[config.mk]
export PLATFORM = sky130hd
export DESIGN_NAME = spi_slave
export DESIGN_NICKNAME = d
export VERILOG_FILES = /design/src/rtl/spi_pkg.sv /design/src/rtl/spi_sync.sv /design/src/rtl/spi_slave.sv
export SDC_FILE = /design/constraint.sdc
export NUM_CORES = 1
export LEC_CHECK = 0
export CORE_MARGIN = 5
export CORE_UTILIZATION = 35
export DETAILED_ROUTE_END_ITERATION = 12
export PLACE_DENSITY = 0.73
export SKIP_CTS_REPAIR_TIMING = 1
export SYNTH_ARGS = -nofsm -noshare
export SYNTH_HDL_FRONTEND = slang
export SYNTH_SLANG_ARGS = --single-unit
[constraint.sdc]
create_clock -name clk -period 2 [get_ports clk]
set_input_delay 0.3 -clock clk [delete_from_list [all_inputs] [get_ports clk]]
set_output_delay 0.3 -clock clk [all_outputs]
set_load 0.01 [all_outputs]
[src/rtl/spi_pkg.sv]
// Shared types and constants for the SPI slave.
package spi_pkg;

    localparam int unsigned SPI_BYTE_W      = 8;
    localparam int unsigned SPI_CNT_W       = 3;
    localparam int unsigned SPI_SYNC_STAGES = 2;
    localparam logic [SPI_BYTE_W-1:0] SPI_FILL_BYTE = 8'hFF;

    typedef enum logic {
        SPI_IDLE,
        SPI_ACTIVE
    } spi_state_t;

endpackage

[src/rtl/spi_sync.sv]
// Multi-flop synchronizer for one asynchronous input, with a selectable reset value.
module spi_sync
    import spi_pkg::*;
#(
    parameter logic P_RESET_VAL = 1'b0
) (
    input  logic clk,
    input  logic rst,
    input  logic i_d,
    output logic o_q
);

    logic [SPI_SYNC_STAGES-1:0] r_stages;

    // Shift the async input through the synchronizer chain.
    always_ff @(posedge clk) begin
        if (rst) begin
            r_stages <= {SPI_SYNC_STAGES{P_RESET_VAL}};
        end else begin
            r_stages <= {r_stages[SPI_SYNC_STAGES-2:0], i_d};
        end
    end

    assign o_q = r_stages[SPI_SYNC_STAGES-1];

endmodule

[src/rtl/spi_slave.sv]
// SPI mode-0 responder with oversampled inputs and a single-entry transmit holding register.
module spi_slave
    import spi_pkg::*;
(
    input  logic                  clk,
    input  logic                  rst,
    input  logic                  sclk_in,
    input  logic                  mosi_in,
    input  logic                  ss_in,
    output logic                  miso,
    output logic                  miso_oe,
    input  logic [SPI_BYTE_W-1:0] tx_data,
    input  logic                  tx_w,
    output logic                  tx_ready,
    output logic [SPI_BYTE_W-1:0] rx_data,
    output logic                  rx_valid,
    output logic                  busy,
    output logic [31:0]           debug
);

    logic w_s_sclk;
    logic w_s_mosi;
    logic w_s_ss;
    logic r_sclk_d;
    logic w_sclk_rise;
    logic w_sclk_fall;

    spi_state_t r_state;
    spi_state_t w_state_nxt;
    logic       w_load;
    logic       w_shift_tx;
    logic       w_rise_en;
    logic       w_clear_rx;

    logic [SPI_BYTE_W-1:0] r_shift_tx;
    logic [SPI_BYTE_W-1:0] r_shift_rx;
    logic [SPI_CNT_W-1:0]  r_bit_cnt;
    logic [SPI_BYTE_W-1:0] r_rx_data;
    logic                  r_rx_valid;
    logic [SPI_BYTE_W-1:0] r_hold;
    logic                  r_hold_full;
    logic [SPI_BYTE_W-1:0] w_rx_next;

    // ss resets high so reset release never looks like a frame start.
    spi_sync #(.P_RESET_VAL(1'b0)) u_sync_sclk (.clk(clk), .rst(rst), .i_d(sclk_in), .o_q(w_s_sclk));
    spi_sync #(.P_RESET_VAL(1'b0)) u_sync_mosi (.clk(clk), .rst(rst), .i_d(mosi_in), .o_q(w_s_mosi));
    spi_sync #(.P_RESET_VAL(1'b1)) u_sync_ss   (.clk(clk), .rst(rst), .i_d(ss_in),   .o_q(w_s_ss));

    // Delayed copy of synced sclk for edge detection.
    always_ff @(posedge clk) begin
        if (rst) begin
            r_sclk_d <= 1'b0;
        end else begin
            r_sclk_d <= w_s_sclk;
        end
    end

    assign w_sclk_rise = w_s_sclk & ~r_sclk_d;
    assign w_sclk_fall = ~w_s_sclk & r_sclk_d;
    assign w_rx_next   = {r_shift_rx[SPI_BYTE_W-2:0], w_s_mosi};

    // FSM state register.
    always_ff @(posedge clk) begin
        if (rst) begin
            r_state <= SPI_IDLE;
        end else begin
            r_state <= w_state_nxt;
        end
    end

    // Next state and datapath enables; ss release overrides any sclk edge.
    always_comb begin
        w_state_nxt = r_state;
        w_load      = 1'b0;
        w_shift_tx  = 1'b0;
        w_rise_en   = 1'b0;
        w_clear_rx  = 1'b0;
        case (r_state)
            SPI_IDLE: begin
                if (!w_s_ss) begin
                    w_state_nxt = SPI_ACTIVE;
                    w_load      = 1'b1;
                end
            end
            SPI_ACTIVE: begin
                if (w_s_ss) begin
                    w_state_nxt = SPI_IDLE;
                    w_clear_rx  = 1'b1;
                end else begin
                    w_rise_en = w_sclk_rise;
                    if (w_sclk_fall) begin
                        if (r_bit_cnt == '0) begin
                            w_load = 1'b1;
                        end else begin
                            w_shift_tx = 1'b1;
                        end
                    end
                end
            end
            default: w_state_nxt = SPI_IDLE;
        endcase
    end

    // Transmit shifter and holding register.
    always_ff @(posedge clk) begin
        if (rst) begin
            r_shift_tx  <= SPI_FILL_BYTE;
            r_hold      <= '0;
            r_hold_full <= 1'b0;
        end else begin
            if (w_load) begin
                r_shift_tx <= r_hold_full ? r_hold : SPI_FILL_BYTE;
            end else if (w_shift_tx) begin
                r_shift_tx <= {r_shift_tx[SPI_BYTE_W-2:0], 1'b0};
            end
            // A write into an empty holder is kept for the following byte even if a load happens now.
            if (tx_w && !r_hold_full) begin
                r_hold      <= tx_data;
                r_hold_full <= 1'b1;
            end else if (w_load) begin
                r_hold_full <= 1'b0;
            end
        end
    end

    // Receive shifter, bit counter and received-byte strobe.
    always_ff @(posedge clk) begin
        if (rst) begin
            r_shift_rx <= '0;
            r_bit_cnt  <= '0;
            r_rx_data  <= '0;
            r_rx_valid <= 1'b0;
        end else begin
            r_rx_valid <= 1'b0;
            if (w_clear_rx) begin
                r_shift_rx <= '0;
                r_bit_cnt  <= '0;
            end else if (w_rise_en) begin
                r_shift_rx <= w_rx_next;
                r_bit_cnt  <= r_bit_cnt + SPI_CNT_W'(1);
                if (r_bit_cnt == '1) begin
                    r_rx_data  <= w_rx_next;
                    r_rx_valid <= 1'b1;
                end
            end
        end
    end

    assign miso     = r_shift_tx[SPI_BYTE_W-1];
    assign miso_oe  = (r_state == SPI_ACTIVE);
    assign busy     = (r_state == SPI_ACTIVE);
    assign tx_ready = ~r_hold_full;
    assign rx_data  = r_rx_data;
    assign rx_valid = r_rx_valid;
    assign debug    = {r_shift_tx, r_shift_rx, r_rx_data, 5'b0, r_bit_cnt};

endmodule

==> run metrics, run 1 <==
outcome finished, final reports clean; antenna violations before repair 0; H-tree depth 2; post-placement setup slack 0.491 ns; pin count of the biggest net entering global routing 21; worst min-delay path category flop to flop; cell count after synthesis 199; global-route layer with the greatest usage met2; share of flip-flops with an asynchronous set or reset after synthesis 0%; met3 track utilization from global routing 3.73%; Clock Pin Slew Worst Setup and Hold Paths 0.08 ns; Final WS setup 0.311 ns; fraction of final layout cells with drive strength greater than 1 8.23%; clock tree from TritonCTS built; Residual DRC 0; starting DRC count in detailed routing 79; area growth from synthesis to layout 34.5%; worst setup skew after layout 0.00440 ns; most numerous cell types in the synthesized netlist sky130_fd_sc_hd__dfxtp_1, sky130_fd_sc_hd__nand2_1, sky130_fd_sc_hd__a21oi_1, sky130_fd_sc_hd__buf_4, sky130_fd_sc_hd__nor2_1; post-route insts no fill 313; Placed Instance Area 2290 um^2; routed length per placed instance 11.8 um; setup repair after global routing missed its margin false; Primary FF master, synth sky130_fd_sc_hd__dfxtp_1; Max Transition Viols Final 0; Final period util 84.4%; Clock Tree Root sky130_fd_sc_hd__clkbuf_8; Crit Path Class flop to output pin; Post-Route Setup TNS 0 ns; routability congestion estimate from global placement 0.714; final design area excluding fillers 2410 um^2; number of cell rows 26; all-layer global routing usage 11.2%; met2 usage 18.6%; list of cells traversed by the critical path clkdlybuf4s50_1; area share of the largest cell type after synthesis 50.3%; I/O Pins 59; mean cell area of the mapped netlist 9.00 um^2; number of endpoints with negative hold slack in the final report 0; starting density of the core 35.5%; remaining antenna violation count 0; CP top delay family buffers and inverters; core region area 5040 um^2; leading post-synthesis cells by cell area sky130_fd_sc_hd__dfxtp_1, sky130_fd_sc_hd__a21oi_1, sky130_fd_sc_hd__buf_4, sky130_fd_sc_hd__nand2_1, sky130_fd_sc_hd__mux2i_1; number of nets in the layout 259; Final Core Density 47.8%; maximum clock frequency 592 MHz; first-pass GRT wire length 5.75 mm; proportion of synthesized chip area in sequential cells 50.3%; Setup crit start kind flop; Warnings, synthesis 0; P_leak 0.883 nW; EDFF count, synth 0; cell count after placement 305; die outline height 81.6 um; data arrival time of the critical path 1.39 ns; via count of the first global-routing pass 1,253; deepest clock path buffer count 2; most area-hungry cell type in the Yosys netlist sky130_fd_sc_hd__dfxtp_1; buffers added on ports 53; number of max-cap violations 0; post-detail-place hpwl 2.78 mm; number of buffers created by CTS 5; Routed WL 3.68 mm; maximum fanout along the worst path 9; ANT cells 0; area enclosed by the die boundary 6650 um^2; Required @ worst endpoint 1.70 ns; most frequent cell after synthesis sky130_fd_sc_hd__dfxtp_1; IR Drop Worst-Case VDD 0.328 mV; netlist area before placement 1790 um^2; setup violation total in the final timing report 0; GR Overflow Total 0; sort of element at the end of the critical path output pin; worst path bufs/invs 1; met1 usage in global routing 13.4%; final period demand of the worst path 1.69 ns; power per cell area 742 nW/um^2; number of different library cells in the post-synthesis netlist 32; clock insertion delay at the later pin of the skew report 0.29 ns; critical path's largest stage delay 0.62 ns; standard cell with the maximum stage delay on the critical path sky130_fd_sc_hd__clkdlybuf4s50_1; via total after detailed routing 1,431; Clock Sinks 45; die outline width 81.6 um; number of synthesized register bits 45; First-pass DRT Iterations 4; routed vias/inst 4.57
## metrics by stage
step | power [mW] | hold slack, ns
floorplan | 1.04 | 0.389
global placement | 1.10 | 0.394
detailed placement | 1.10 | 0.394
CTS | 1.82 | 0.415
global route | 1.88 | 0.456
finish | 1.79 | 0.415
## power breakdown
part	switching (mW)	internal [mW]	leakage, nW
clock network	0.304	0.406	0.0574
logic	0.0610	0.0770	0.459
registers	0.0197	0.922	0.367
total	0.384	1.40	0.883
## kinds of logic (layout without fill, tap and decap cells)
logic type	Yosys count	in the layout	share of synthesized area (%)
flops	45	45	50.3
simple gates	67	67	17.7
compound gates	44	44	14.2
xor+xnor	1	1	0.489
other cells	1	5	0.209
mux	8	8	4.47
fa+ha+maj	3	3	2.10
buf+inv	30	70	10.5
## final timing paths
| path | cells after the start | to | from | slack, ns |
|---|---|---|---|---|
| setup reg to reg | 6 | r_shift_tx[4] | r_bit_cnt[0] | 0.50 |
| setup / recovery | 1 | miso_oe | busy | 0.31 |
| hold reg to reg | 1 | u_sync_ss.r_stages[1] | u_sync_ss.r_stages[0] | 0.41 |
| hold / removal | 1 | u_sync_ss.r_stages[1] | u_sync_ss.r_stages[0] | 0.41 |
## area by class of cell
type | count | area (um^2)
fillers | 503 | 2630
flip-flops and latches | 45 | 901
multi-input cells | 128 | 718
well taps | 70 | 87.6
inverters | 4 | 15.0
repair buffers | 58 | 568
clock inverters | 2 | 37.5
clock buffers | 6 | 82.6
## layout by cell type (no fill, tap or decap), types with 2 or more instances in the layout
cell type	Yosys	routed
sky130_fd_sc_hd__buf_4	15	5
sky130_fd_sc_hd__o21ai_1	3	3
sky130_fd_sc_hd__o22ai_1	6	6
sky130_fd_sc_hd__nand2_1	28	28
sky130_fd_sc_hd__nor2b_1	6	6
sky130_fd_sc_hd__ha_1	3	3
sky130_fd_sc_hd__a21o_1	2	2
sky130_fd_sc_hd__a21oi_1	25	25
sky130_fd_sc_hd__nor2_1	14	14
sky130_fd_sc_hd__clkdlybuf4s50_1	0	53
sky130_fd_sc_hd__clkbuf_8	0	6
sky130_fd_sc_hd__conb_1	1	5
sky130_fd_sc_hd__mux2i_1	8	8
sky130_fd_sc_hd__o21ai_0	3	3
sky130_fd_sc_hd__inv_1	4	4
sky130_fd_sc_hd__nand3_1	9	9
sky130_fd_sc_hd__or2_2	2	2
sky130_fd_sc_hd__dfxtp_1	45	45
sky130_fd_sc_hd__nand2b_1	4	4
## sequential cells by signal (all words and copies together), names as in the netlist
name / count
rx_data: 8
u_sync_ss.r_stages: 2
u_sync_sclk.r_stages: 2
r_sclk_d: 1
u_sync_mosi.r_stages: 2
r_hold_full: 1
r_shift_rx: 8
busy: 1
r_shift_tx: 8
r_hold: 8
r_bit_cnt: 3
rx_valid: 1
## routing by layer
metal | routed length, um | vias up | share of wire [%]
met5 | 0 | - | 0
met4 | 60 | 0 | 1.6
met3 | 281 | 6 | 7.6
met2 | 1670 | 47 | 45
met1 | 1670 | 646 | 45
li1 | - | 732 | -
(Power assumes the default switching activity.)
==> run 2: changes to the inputs <==
PLACE_DENSITY = 0.75   (was 0.73)
clock period = 1.4 ns   (was 2 ns; I/O delays follow)
==> run metrics, run 2 (same netlist as run 1, synthesis figures left out) <==
Max Transition Viols Final 0 (unchanged); data arrival time of the critical path 1.53 ns (+0.14 ns); routed vias/inst 4.63 (+1.2%); area growth from synthesis to layout 44.1%; remaining antenna violation count 0 (unchanged); Final period util 94.3%; number of buffers created by CTS 5 (unchanged); Clock Pin Slew Worst Setup and Hold Paths 0.08 ns (about the same); worst min-delay path category flop to flop; First-pass DRT Iterations 4 (unchanged); maximum fanout along the worst path 8 (-1); buffers added on ports 53 (unchanged); number of max-cap violations 0 (unchanged); post-route insts no fill 318 (+1.6%); die outline width 81.6 um (unchanged); post-detail-place hpwl 2.83 mm (+1.9%); routed length per placed instance 12.4 um (+5.5%); power per cell area 909 nW/um^2 (+22%); fraction of final layout cells with drive strength greater than 1 12.9% (+4.7 points); GR Overflow Total 0 (unchanged); number of nets in the layout 264 (+1.9%); clock tree from TritonCTS built; Clock Sinks 45 (unchanged); Sequential Power Share 57.1% (+4.5 points); Required @ worst endpoint 1.61 ns (-0.09 ns); I/O Pins 59 (unchanged); via count of the first global-routing pass 1,318 (+5.2%); starting DRC count in detailed routing 36 (-54%); outcome finished, final reports clean; switching share of total power 23.9% (+2.5 points); number of cell rows 26 (unchanged); first-pass GRT wire length 6.13 mm (+6.7%); die outline height 81.6 um (unchanged); setup violation total in the final timing report 0 (unchanged); number of endpoints with negative hold slack in the final report 0 (unchanged); top library cells by usage in the layout, fill and taps aside sky130_fd_sc_hd__dlymetal6s2s_1, sky130_fd_sc_hd__dfxtp_1, sky130_fd_sc_hd__nand2_1; Post-Route Setup TNS 0 ns (unchanged); Placed Instance Area 2350 um^2 (+2.8%); clock insertion delay at the later pin of the skew report 0.30 ns (about the same); Clk network pwr share 33.8% (-5.9 points); starting density of the core 35.5% (unchanged); Filler Cell Count 480 (-4.6%); Residual DRC 0 (unchanged); final period demand of the worst path 1.32 ns; antenna violations before repair 0 (unchanged); worst setup skew after layout 0.0106 ns (+0.00617 ns); cell count after placement 310 (+1.6%); deepest clock path buffer count 2 (unchanged); via total after detailed routing 1,472 (+2.9%); Clock Tree Root sky130_fd_sc_hd__clkbuf_8; total power consumption of the routed design 2.35 mW (+31%); Combinational Power Share 9.0% (+1.3 points); final design area excluding fillers 2580 um^2 (+7.1%); core region area 5040 um^2 (unchanged); internal power 1.78 mW (+27%); routability congestion estimate from global placement 0.726 (+1.6%); ANT cells 0 (unchanged); all-layer global routing usage 11.9% (+0.63 points); P_leak 1.49 nW (+68%); Crit Path Class flop to flop; pin count of the biggest net entering global routing 21 (unchanged); H-tree depth 2 (unchanged); Routed WL 3.95 mm (+7.2%); maximum clock frequency 757 MHz; IR Drop Worst-Case VDD 0.743 mV (+130%); Setup crit start kind flop; sort of element at the end of the critical path flop; reported net switching power 562 uW (+46%); area enclosed by the die boundary 6650 um^2 (unchanged)
## run 2: path summary, 6_finish.rpt
| kind | slack (ns) | depth (start not counted) | to | startpoint |
|---|---|---|---|---|
| max | 0.08 | 6 | r_shift_tx[4] | r_bit_cnt[0] |
| min | 0.43 | 1 | u_sync_ss.r_stages[1] | u_sync_ss.r_stages[0] |
| max reg2reg | 0.08 | 6 | r_shift_tx[4] | r_bit_cnt[0] |
| min reg2reg | 0.43 | 1 | u_sync_ss.r_stages[1] | u_sync_ss.r_stages[0] |
## run 2: power groups by stage
stage / logic [mW] / registers, mW / clock network (mW)
floorplan: 0.117 / 1.37 / 0
global placement: 0.211 / 1.37 / 0
detailed placement: 0.214 / 1.37 / 0
CTS: 0.215 / 1.34 / 0.811
global route: 0.234 / 1.35 / 0.863
finish: 0.212 / 1.34 / 0.793
## run 2: area by class of cell
cell class                      count  area (um^2)  share of cell area, %
Clock buffer                        6         72.6                   2.81
Clock inverter                      2         15.0                  0.582
Inverter                            4         15.0                  0.582
Multi-Input combinational cell    128          751                   29.1
Sequential cell                    45          910                   35.2
Tap cell                           70         87.6                   3.39
Timing Repair Buffer               63          731                   28.3
## run 2: worst max-delay path: stages (launching register included)
cell and delay (ns):
sky130_fd_sc_hd__dfxtp_2 0.34, sky130_fd_sc_hd__inv_1 0.04, sky130_fd_sc_hd__ha_1 0.17, sky130_fd_sc_hd__nor2b_2 0.18
sky130_fd_sc_hd__nand2b_4 0.18, sky130_fd_sc_hd__nor3b_2 0.17, sky130_fd_sc_hd__o31ai_2 0.17
## run 2: layer usage
| metal | GRT usage [%] | vias up | routed length, um | share of wire [%] |
|---|---|---|---|---|
| li1 | - | 741 | - | - |
| met1 | 14.6 | 678 | 1660 | 42 |
| met2 | 19.4 | 48 | 1920 | 49 |
| met3 | 3.95 | 5 | 320 | 8.1 |
| met4 | 4.05 | 0 | 46 | 1.2 |
| met5 | 0 | - | 0 | 0 |
## run 2: per-stage QoR
| step | hold slack, ns | worst slack, ns | util (%) |
|---|---|---|---|
| floorplan | 0.314 | 0.00212 | - |
| global placement | 0.391 | -0.0136 | 46.7 |
| detailed placement | 0.407 | -0.0454 | 46.7 |
| CTS | 0.428 | -0.214 | 48.4 |
| global route | 0.446 | -0.00790 | 51.2 |
| finish | 0.429 | 0.0796 | 51.2 |
